File: src/rtl/key_pkg.sv
// rtl/key_pkg.sv - shared key width default and loader state encoding
package key_pkg;

    localparam int KEY_WIDTH_DEFAULT = 23;

    typedef enum logic [2:0] {
        IDLE,
        LOAD,
        CHECK,
        LOCKED,
        ERROR
    } state_t;

endpackage

File: src/rtl/key_loader_if.sv
// rtl/key_loader_if.sv - serial key load handshake between key source and loader
interface key_loader_if;

    logic load_start;
    logic bit_in;
    logic bit_valid;
    logic bit_ready;

    modport master (
        output load_start,
        output bit_in,
        output bit_valid,
        input  bit_ready
    );

    modport slave (
        input  load_start,
        input  bit_in,
        input  bit_valid,
        output bit_ready
    );

endinterface

File: src/rtl/key_idle_timer.sv
// rtl/key_idle_timer.sv - idle-cycle counter with synchronous clear and terminal flag
module key_idle_timer #(
    parameter int TIMEOUT = 16
) (
    input  logic clk,
    input  logic rst,
    input  logic clear,
    input  logic inc,
    output logic terminal
);

    localparam int W = $clog2(TIMEOUT + 1);

    logic [W-1:0] count;

    always_ff @(posedge clk or posedge rst) begin
        if (rst) begin
            count <= '0;
        end else if (clear) begin
            count <= '0;
        end else if (inc) begin
            count <= count + 1'b1;
        end
    end

    // Flags the last tolerated idle cycle so the FSM leaves LOAD on that very edge.
    assign terminal = (count == W'(TIMEOUT - 1));

endmodule

File: src/rtl/key_loader.sv
// rtl/key_loader.sv - serial key loader with even-parity check, idle timeout and retry lockout
module key_loader
    import key_pkg::*;
#(
    parameter int KEY_WIDTH = KEY_WIDTH_DEFAULT,
    parameter int TIMEOUT   = 16,
    parameter int MAX_RETRY = 3
) (
    input  logic                 clk,
    input  logic                 rst,
    key_loader_if.slave          bus,
    output logic [KEY_WIDTH-1:0] key_out,
    output logic                 key_locked,
    output logic                 busy,
    output logic                 error,
    output logic                 lockout
);

    localparam int CW = $clog2(KEY_WIDTH + 1);
    localparam int FW = $clog2(MAX_RETRY + 1);

    state_t               state;
    state_t               state_next;
    logic [KEY_WIDTH-1:0] shift_reg;
    logic [CW-1:0]        bit_count;
    logic                 parity_acc;
    logic [FW-1:0]        fail_count;

    logic xfer;
    logic last_bit;
    logic start_load;
    logic fail;
    logic timer_done;

    assign xfer     = bus.bit_valid && (state == LOAD);
    assign last_bit = (bit_count == CW'(KEY_WIDTH));

    key_idle_timer #(
        .TIMEOUT (TIMEOUT)
    ) u_idle_timer (
        .clk      (clk),
        .rst      (rst),
        .clear    (start_load || xfer),
        .inc      ((state == LOAD) && !xfer),
        .terminal (timer_done)
    );

    always_ff @(posedge clk or posedge rst) begin
        if (rst) begin
            state <= IDLE;
        end else begin
            state <= state_next;
        end
    end

    always_comb begin
        state_next    = state;
        bus.bit_ready = 1'b0;
        start_load    = 1'b0;
        fail          = 1'b0;
        case (state)
            IDLE: begin
                if (bus.load_start) begin
                    state_next = LOAD;
                    start_load = 1'b1;
                end
            end
            LOAD: begin
                bus.bit_ready = 1'b1;
                if (xfer && last_bit) begin
                    state_next = CHECK;
                end else if (!xfer && timer_done) begin
                    state_next = ERROR;
                    fail       = 1'b1;
                end
            end
            CHECK: begin
                if (parity_acc) begin
                    state_next = ERROR;
                    fail       = 1'b1;
                end else begin
                    state_next = LOCKED;
                end
            end
            LOCKED: begin
                state_next = LOCKED;
            end
            ERROR: begin
                if (bus.load_start && (fail_count != FW'(MAX_RETRY))) begin
                    state_next = LOAD;
                    start_load = 1'b1;
                end
            end
            default: begin
                state_next = IDLE;
            end
        endcase
    end

    // The parity bit lands only in the accumulator; the key bits also fill the shift register.
    always_ff @(posedge clk or posedge rst) begin
        if (rst) begin
            shift_reg  <= '0;
            bit_count  <= '0;
            parity_acc <= 1'b0;
            fail_count <= '0;
            key_out    <= '0;
        end else begin
            if (start_load || fail) begin
                shift_reg  <= '0;
                bit_count  <= '0;
                parity_acc <= 1'b0;
            end else if (xfer) begin
                if (!last_bit) begin
                    shift_reg[bit_count] <= bus.bit_in;
                end
                parity_acc <= parity_acc ^ bus.bit_in;
                bit_count  <= bit_count + 1'b1;
            end
            if (fail) begin
                fail_count <= fail_count + 1'b1;
            end
            if ((state == CHECK) && (state_next == LOCKED)) begin
                key_out <= shift_reg;
            end
        end
    end

    assign key_locked = (state == LOCKED);
    assign busy       = (state == LOAD) || (state == CHECK);
    assign error      = (state == ERROR);
    assign lockout    = (fail_count == FW'(MAX_RETRY));

endmodule

File: src/flat_wrapper.sv
// flat-port wrapper written by rule: the top's interface ports become plain ports
module key_loader_flat import key_pkg::*;
#(
    parameter int KEY_WIDTH = KEY_WIDTH_DEFAULT,
    parameter int TIMEOUT   = 16,
    parameter int MAX_RETRY = 3
)
  (clk, rst, key_out, key_locked, busy, error, lockout, bus_load_start, bus_bit_in, bus_bit_valid, bus_bit_ready);
  key_loader_if bus_i ();
  input  logic clk;
  input  logic rst;
  output logic [KEY_WIDTH-1:0] key_out;
  output logic key_locked;
  output logic busy;
  output logic error;
  output logic lockout;
  input wire logic [$bits(bus_i.load_start)-1:0] bus_load_start;
  input wire logic [$bits(bus_i.bit_in)-1:0] bus_bit_in;
  input wire logic [$bits(bus_i.bit_valid)-1:0] bus_bit_valid;
  output wire logic [$bits(bus_i.bit_ready)-1:0] bus_bit_ready;
  assign bus_i.load_start = bus_load_start;
  assign bus_i.bit_in = bus_bit_in;
  assign bus_i.bit_valid = bus_bit_valid;
  assign bus_bit_ready = bus_i.bit_ready;
  key_loader #(.KEY_WIDTH(KEY_WIDTH), .TIMEOUT(TIMEOUT), .MAX_RETRY(MAX_RETRY)) u_core (.clk(clk), .rst(rst), .bus(bus_i), .key_out(key_out), .key_locked(key_locked), .busy(busy), .error(error), .lockout(lockout));
endmodule
File: config.mk
export PLATFORM = sky130hd
export DESIGN_NAME = key_loader_flat
export DESIGN_NICKNAME = d
export VERILOG_FILES = /design/src/rtl/key_pkg.sv /design/src/rtl/key_loader_if.sv /design/src/rtl/key_idle_timer.sv /design/src/rtl/key_loader.sv /design/src/flat_wrapper.sv
export SDC_FILE = /design/constraint.sdc
export NUM_CORES = 1
export LEC_CHECK = 0
export CELL_PAD_IN_SITES_DETAIL_PLACEMENT = 0
export CELL_PAD_IN_SITES_GLOBAL_PLACEMENT = 2
export CORE_UTILIZATION = 25
export DETAILED_ROUTE_END_ITERATION = 16
export GPL_TIMING_DRIVEN = 0
export PLACE_DENSITY = 0.57
export RECOVER_POWER = 100
export SKIP_LAST_GASP = 1
export SYNTH_ARGS = -nofsm -noshare
export SYNTH_HDL_FRONTEND = slang
export SYNTH_SLANG_ARGS = --single-unit
File: constraint.sdc
create_clock -name clk -period 2.2 [get_ports clk]
set_input_delay 0.44 -clock clk [delete_from_list [all_inputs] [get_ports clk]]
set_output_delay 0.44 -clock clk [all_outputs]
set_load 0.05 [all_outputs]
==> impl_metrics.py, run 1 <==
metrics = {
    "status": {
        "status": "complete, but fails checks",
        "violations": "design-rule violations",
    },
    "route": {
        "first_pass_iters": 10,
        "route.met3.wl_um": 179,
        "ant_nets": 0,
        "routed_wirelength_mm": 6.936,
        "drcViolationCount": 4,
        "met1_length_mm": 3.482,
        "routed.top_layer": "met4",
        "routedWlPerCell_um": 15.38,
        "drtIter0Drc": 85,
        "wl_met2_mm": 3.177,
        "routed-via-count": 2030,
        "drt-vias-per-instance": 4.501,
    },
    "timing": {
        "drv_slew": 0,
        "setup_viol": 0,
        "min_period_ns": 2.114,
        "fmax_mhz": 473.0,
        "worstMarginPinSlew_ns": 1.314,
        "maxSlewHeadroom_pct": 12.29,
        "setup_ws_ns": 0.08605,
        "period_share_pct": 96.09,
        "rsz0062_at_grt": "no",
        "finalHoldViolCount": 0,
        "clock_skew_ns": 0.005209,
    },
    "cells_and_area": {
        "layout_common_cells": "dfrtp_1, nor2_1, dlygate4sd3_1",
        "syn_to_final_growth_pct": 25.36,
        "n_antenna_cell": 0,
        "stdcell_area_um2": 3766,
        "nets": 315,
        "drive_above_1_share_pct": 19.81,
        "mostFrequentLayoutCell": "dfrtp_1",
    },
    "clock_tree": {
        "cts_buffers": 9,
        "cts.sinks": 62,
        "clkLatencyLatePin_ns": 0.32,
        "clkTransAtPathRegs_ns": 0.05,
        "htreeDepth": 3,
        "cts_tree": "yes",
        "cts_root_buf": "clkbuf_16",
        "cts_buffer_depth": 2,
    },
    "logic_synthesis": {
        "ys_types": 45,
        "ys_ff_latch": 62,
        "syn_nets": 271,
        "synthArstFlopShare_pct": 100.0,
        "synth-edff-count": 0,
        "netlist_top_cells_area": "dfrtp_1, mux2_2, mux2i_1",
        "syn_area_um2": 3004,
        "syn_area_per_cell_um2": 11.60,
        "yosysWarnings": 0,
        "synthFlopType": "dfrtp_1",
        "synth_top_area_share_pct": 51.65,
        "yosysSeqAreaShare_pct": 51.65,
        "synth_top_area_cell": "dfrtp_1",
        "synthCells": 259,
    },
    "power": {
        "cellPowerDensity_nw_per_um2": 1139,
        "p_leak_nw": 1.779,
        "ir_drop_v": 0.0003280,
    },
    "place": {
        "dp_slack_ns": -0.3442,
        "port_buffers": 32,
        "gp_congestion": 0.7354,
        "hpwl_mm": 4.717,
        "place_area_um2": 3506,
    },
    "global_routing": {
        "groute.usage.overall_pct": 12.49,
        "grt_max_degree": 63,
        "antenna_found_initial": 0,
        "grt_remaining_overflow": 0,
        "grt_pass1_vias": 2182,
        "grt_pass1_wl_mm": 11.99,
    },
    "critical_path": {
        "r2r-start": "u_core.state[2]",
        "cp.arrival_ns": 1.67,
        "critPathLaunch": "u_core.fail_count[0]",
        "required_ns": 1.76,
        "reg2reg_slack_ns": 0.20,
        "path_max_fanout": 3,
        "start_kind": "register",
        "cp-end-kind": "output pin",
        "crit_type": "register to output pin",
    },
    "die": {
        "die_w_um": 111.6,
        "die_area_um2": 12460,
        "io_pins": 33,
        "core_region_area_um2": 11560,
        "rows": 39,
        "start_util_pct": 25.98,
        "die_h_um": 111.6,
    },
    "run": {
        "maxCapViolCount": 0,
    },
    "min_path": {
        "hold_class": "register to register",
        "min_from": "u_core.fail_count[0]",
    },
}
## cell usage after synthesis, types with 2 or more instances
library cell,n
mux2i_1,20
inv_1,11
o41ai_1,3
mux2_2,23
nand3_1,10
buf_2,10
a21oi_1,4
nor3_1,6
xor2_1,2
nor4_1,7
or4_1,3
nand3b_1,2
nand2b_1,9
nor2_1,27
ha_1,7
o31ai_1,3
dfrtp_1,62
nor2b_1,2
xnor2_1,5
nand2_1,9
o21ai_0,4
nor4bb_1,2
clkbuf_1,3
buf_6,4
## final cells by class
| cell class | instances | area, um^2 |
|---|---|---|
| Inverter | 11 | 41.29 |
| Clock inverter | 4 | 22.52 |
| Timing Repair Buffer | 33 | 317.8 |
| Multi-Input combinational cell | 168 | 1292 |
| Clock buffer | 12 | 246.5 |
| Fill cell | 1188 | 7799 |
| Sequential cell | 62 | 1551 |
| Buffer | 18 | 115.1 |
| Tap cell | 143 | 178.9 |
## stage by stage
step / setup TNS [ns] / cells / hold slack [ns] / util, % / total power [mW]
finish: 0 / 451 / 0.4713 / 32.57 / 4.289
floorplan: 0 / 259 / 0.4371 / - / 2.639
detailed placement: -6.552 / 434 / 0.4683 / 30.31 / 3.065
global route: 0 / 451 / 0.4916 / 32.57 / 4.599
CTS: -0.9449 / 450 / 0.4781 / 32.62 / 4.367
global placement: -77.25 / 434 / 0.4591 / 30.29 / 3.059
## worst paths after layout
kind / to / cells after the start
setup / recovery: lockout / 2
hold / removal: u_core.fail_count[0] / 1
setup reg to reg: u_core.key_out[0] / 4
hold reg to reg: u_core.fail_count[0] / 1
max in group asynchronous: u_core.shift_reg[13] / 2
min in group asynchronous: u_core.key_out[22] / 2
## metal layers
| metal | vias up | track usage [%] |
|---|---|---|
| li1 | 1000 | - |
| met1 | 995 | 17.13 |
| met2 | 29 | 18.96 |
| met3 | 6 | 2.776 |
| met4 | 0 | 5.135 |
| met5 | - | 0 |
## worst max-delay path: stages, from the launching register on
cell	delay, ns
dfrtp_1	0.36
ha_1	0.19
clkdlybuf4s50_1	0.81
## repair_timing
item | CTS | global route
buffers inserted | 0 | 1
pin swaps | 0 | 1
gates resized for setup | 6 | 12
hold buffers | 0 | 0
endpoints found under the setup margin | 14 | 26
gates cloned | 0 | 0
## report_power, final
part           internal (mW)  switching, mW
registers               1.39          0.164
clock network          0.787          0.491
logic                  0.527          0.931
total                   2.70           1.59
## logic make-up (layout without fill, tap and decap cells)
kind of cell               after synthesis  count (layout)  synth area share, %
adders and majority gates                7               7                2.915
xor gates and xnor gates                 7               7                2.041
AOI/OAI and AO/OA                       19              19                4.207
muxes                                   44              44                15.66
buffers and inverters                   29              78                5.165
DFF                                     62              62                51.65
and+or+nand+nor                         91              91                18.37
Note: power is estimated with default switching activity, not from simulation.
==> inputs of run 2 (changes only) <==
- ABC_AREA: default -> 1
- CTS_BUF_LIST: default -> sky130_fd_sc_hd__clkbuf_16
- PLACE_DENSITY: 0.57 -> 0.61
==> run 2 against run 1 <==
- the flow now finishes without violations
- maximum frequency is 2.8% higher
- wire length up 0.99%
- first-iteration DRC count up 46%
- critical path depth up 2
- clock power decreased by 4%
- combinational power decreased by 17%
- highest routed layer unchanged
==> impl_metrics.py, run 2 <==
metrics = {
    "clock_tree": {
        "cts_buffers": 9,
        "htreeDepth": 3,
        "cts_buffer_depth": 2,
        "cts_tree": "yes",
        "cts_root_buf": "clkbuf_16",
        "cts.sinks": 62,
        "clkTransAtPathRegs_ns": 0.05,
        "clkLatencyLatePin_ns": 0.33,
        "postCtsSetupRepairBufs": 0,
        "holdBufCountCts": 0,
    },
    "global_routing": {
        "antenna_found_initial": 0,
        "groute.usage.overall_pct": 12.48,
        "grt_pass1_wl_mm": 11.97,
        "grt_max_degree": 63,
        "grt_pass1_vias": 2282,
        "grt_remaining_overflow": 0,
    },
    "logic_synthesis": {
        "syn_area_per_cell_um2": 9.243,
        "synth.most_common_cell": "nand2_1",
        "syn_nets": 337,
        "synth-edff-count": 0,
        "synth_top_area_share_pct": 51.65,
        "synthCells": 325,
        "yosysSeqAreaShare_pct": 51.65,
        "ys_ff_latch": 62,
        "netlist_top_cells_area": "dfrtp_1, nand2_1, mux2_2",
        "synthFlopType": "dfrtp_1",
        "yosysWarnings": 0,
        "synth_top_area_cell": "dfrtp_1",
        "synthArstFlopShare_pct": 100.0,
        "synth_commonest_cells": "nand2_1, dfrtp_1, nor2_1, nand3_1, a21oi_1",
        "ys_types": 27,
        "syn_area_um2": 3004,
    },
    "die": {
        "io_pins": 33,
        "die_area_um2": 12460,
        "start_util_pct": 25.98,
        "core_region_area_um2": 11560,
        "rows": 39,
        "die_w_um": 111.6,
        "die_h_um": 111.6,
    },
    "cells_and_area": {
        "stdcell_area_um2": 3697,
        "mostFrequentLayoutCell": "nand2_1",
        "syn_to_final_growth_pct": 23.07,
        "nets": 380,
        "n_antenna_cell": 0,
        "finalNonFillerCells": 515,
        "drive_above_1_share_pct": 14.25,
        "final_core_util_pct": 31.97,
        "layout_common_cells": "nand2_1, dfrtp_1, nor2_1",
    },
    "power": {
        "ir_drop_v": 0.0003115,
        "p_int_mw": 2.486,
        "combinationalPowerShare_pct": 30.3,
        "switchingPower_mw": 1.505,
        "cellPowerDensity_nw_per_um2": 1079,
        "clockPowerShare_pct": 30.9,
        "switching_share_pct": 37.71,
        "seq_power_share_pct": 38.7,
        "p_leak_nw": 1.802,
    },
    "route": {
        "routedWlPerCell_um": 13.60,
        "drtIter0Drc": 124,
        "routed_wirelength_mm": 7.005,
        "ant_nets": 0,
        "routed-via-count": 2304,
        "first_pass_iters": 4,
        "drcViolationCount": 0,
        "drt-vias-per-instance": 4.474,
    },
    "place": {
        "gp_congestion": 0.7194,
        "port_buffers": 32,
        "place_area_um2": 3506,
        "hpwl_mm": 4.742,
        "numPlacedInstances": 500,
    },
    "timing": {
        "min_period_ns": 2.057,
        "clock_skew_ns": 0.008195,
        "finalHoldViolCount": 0,
        "drv_slew": 0,
        "fin_tns_setup_ns": 0,
        "period_share_pct": 93.49,
        "hold_ws_ns": 0.4809,
        "rsz0062_at_grt": "no",
        "worstMarginPinSlew_ns": 1.322,
        "fmax_mhz": 486.2,
        "setup_viol": 0,
        "maxSlewHeadroom_pct": 11.75,
    },
    "critical_path": {
        "cp.arrival_ns": 1.62,
        "path_max_fanout": 4,
        "slowest_delay_ns": 0.53,
        "cp_slowest_cell": "dlygate4sd2_1",
        "required_ns": 1.76,
        "crit_chain": "inv_1 > nand2_1 > nor2_1 > dlygate4sd2_1",
        "start_kind": "register",
        "critPathLaunch": "u_core.state[2]",
        "crit_type": "register to output pin",
        "r2r-start": "u_core.state[2]",
        "cp-end-kind": "output pin",
    },
    "run": {
        "maxCapViolCount": 0,
    },
    "status": {
        "status": "finished clean",
    },
    "min_path": {
        "min_from": "u_core.fail_count[0]",
        "hold_class": "register to register",
    },
}
==> run 2: cell types whose count changed after synthesis, moves of 3 or more <==
cell	before	now
a21oi_1	4	26
buf_2	10	3
inv_1	11	23
mux2i_1	20	0
nand2_1	9	73
nand2b_1	9	0
nand3_1	10	35
nor2_1	27	38
nor4_1	7	0
o21ai_0	4	1
o41ai_1	3	0
or4_1	3	0
xnor2_1	5	0
xor2_1	2	5
==> run 2: worst paths after layout <==
check | to | slack [ns] | cells past startpoint
max | key_locked | 0.14 | 4
min | u_core.fail_count[0] | 0.48 | 1
max reg2reg | u_core.key_out[20] | 0.27 | 6
min reg2reg | u_core.fail_count[0] | 0.48 | 1
max in group asynchronous | u_core.key_out[9] | 0.45 | 2
min in group asynchronous | u_core.key_out[2] | 0.95 | 2
==> run 2: power by group through the flow <==
stage / sequential, mW / combinational (mW) / clock [mW]
6_report: 1.55 / 1.21 / 1.23
5_1_grt: 1.58 / 1.40 / 1.34
4_1_cts: 1.55 / 1.28 / 1.28
3_5_place_dp: 1.57 / 1.28 / 0
3_3_place_gp: 1.57 / 1.28 / 0
2_1_floorplan: 1.53 / 0.931 / 0
==> run 2: through the flow <==
step	worst slack, ns	power, mW
floorplan	0.1249	2.466
global placement	-1.150	2.850
detailed placement	-0.04572	2.857
CTS	-0.1213	4.112
global route	0.02934	4.311
finish	0.1431	3.991
==> run 2: kinds of logic after synthesis <==
logic type      count (synthesis)  share of synthesized area (%)
simple gates                  160                          23.57
fa+ha+maj                       7                          2.915
buf+inv                        37                          6.247
mux                            23                          8.621
compound gates                 31                          5.539
flops                          62                          51.65
xor+xnor                        5                          1.458
==> run 2: area by class of cell <==
| cell class | instances | area, um^2 |
|---|---|---|
| timing repair buffer | 32 | 307.8 |
| clock inverter | 6 | 30.03 |
| tap | 143 | 178.9 |
| fill | 1215 | 7868 |
| inverter | 26 | 97.59 |
| buffer | 11 | 70.07 |
| sequential | 62 | 1551 |
| clock buffer | 9 | 225.2 |
| multi-input combinational | 226 | 1236 |
==> run 2: critical path, delay by kind of cell, from the launching register on <==
kind                   cells  cell delay, ns
AND/OR/NAND/NOR            2            0.22
buffers and inverters      2            0.65
flip-flops                 1            0.43
==> run 2: per-layer routing <==
layer  track usage [%]  share of wire, %
met1             17.03                51
met2             18.55                44
met3             2.450               2.2
met4             6.757               2.5
met5                 0                 0
==> run 2: repair_timing <==
item / CTS / global route
endpoints found under the setup margin: 4 / 3
hold endpoints to repair: 0 / 0
gates resized for setup: 6 / 5
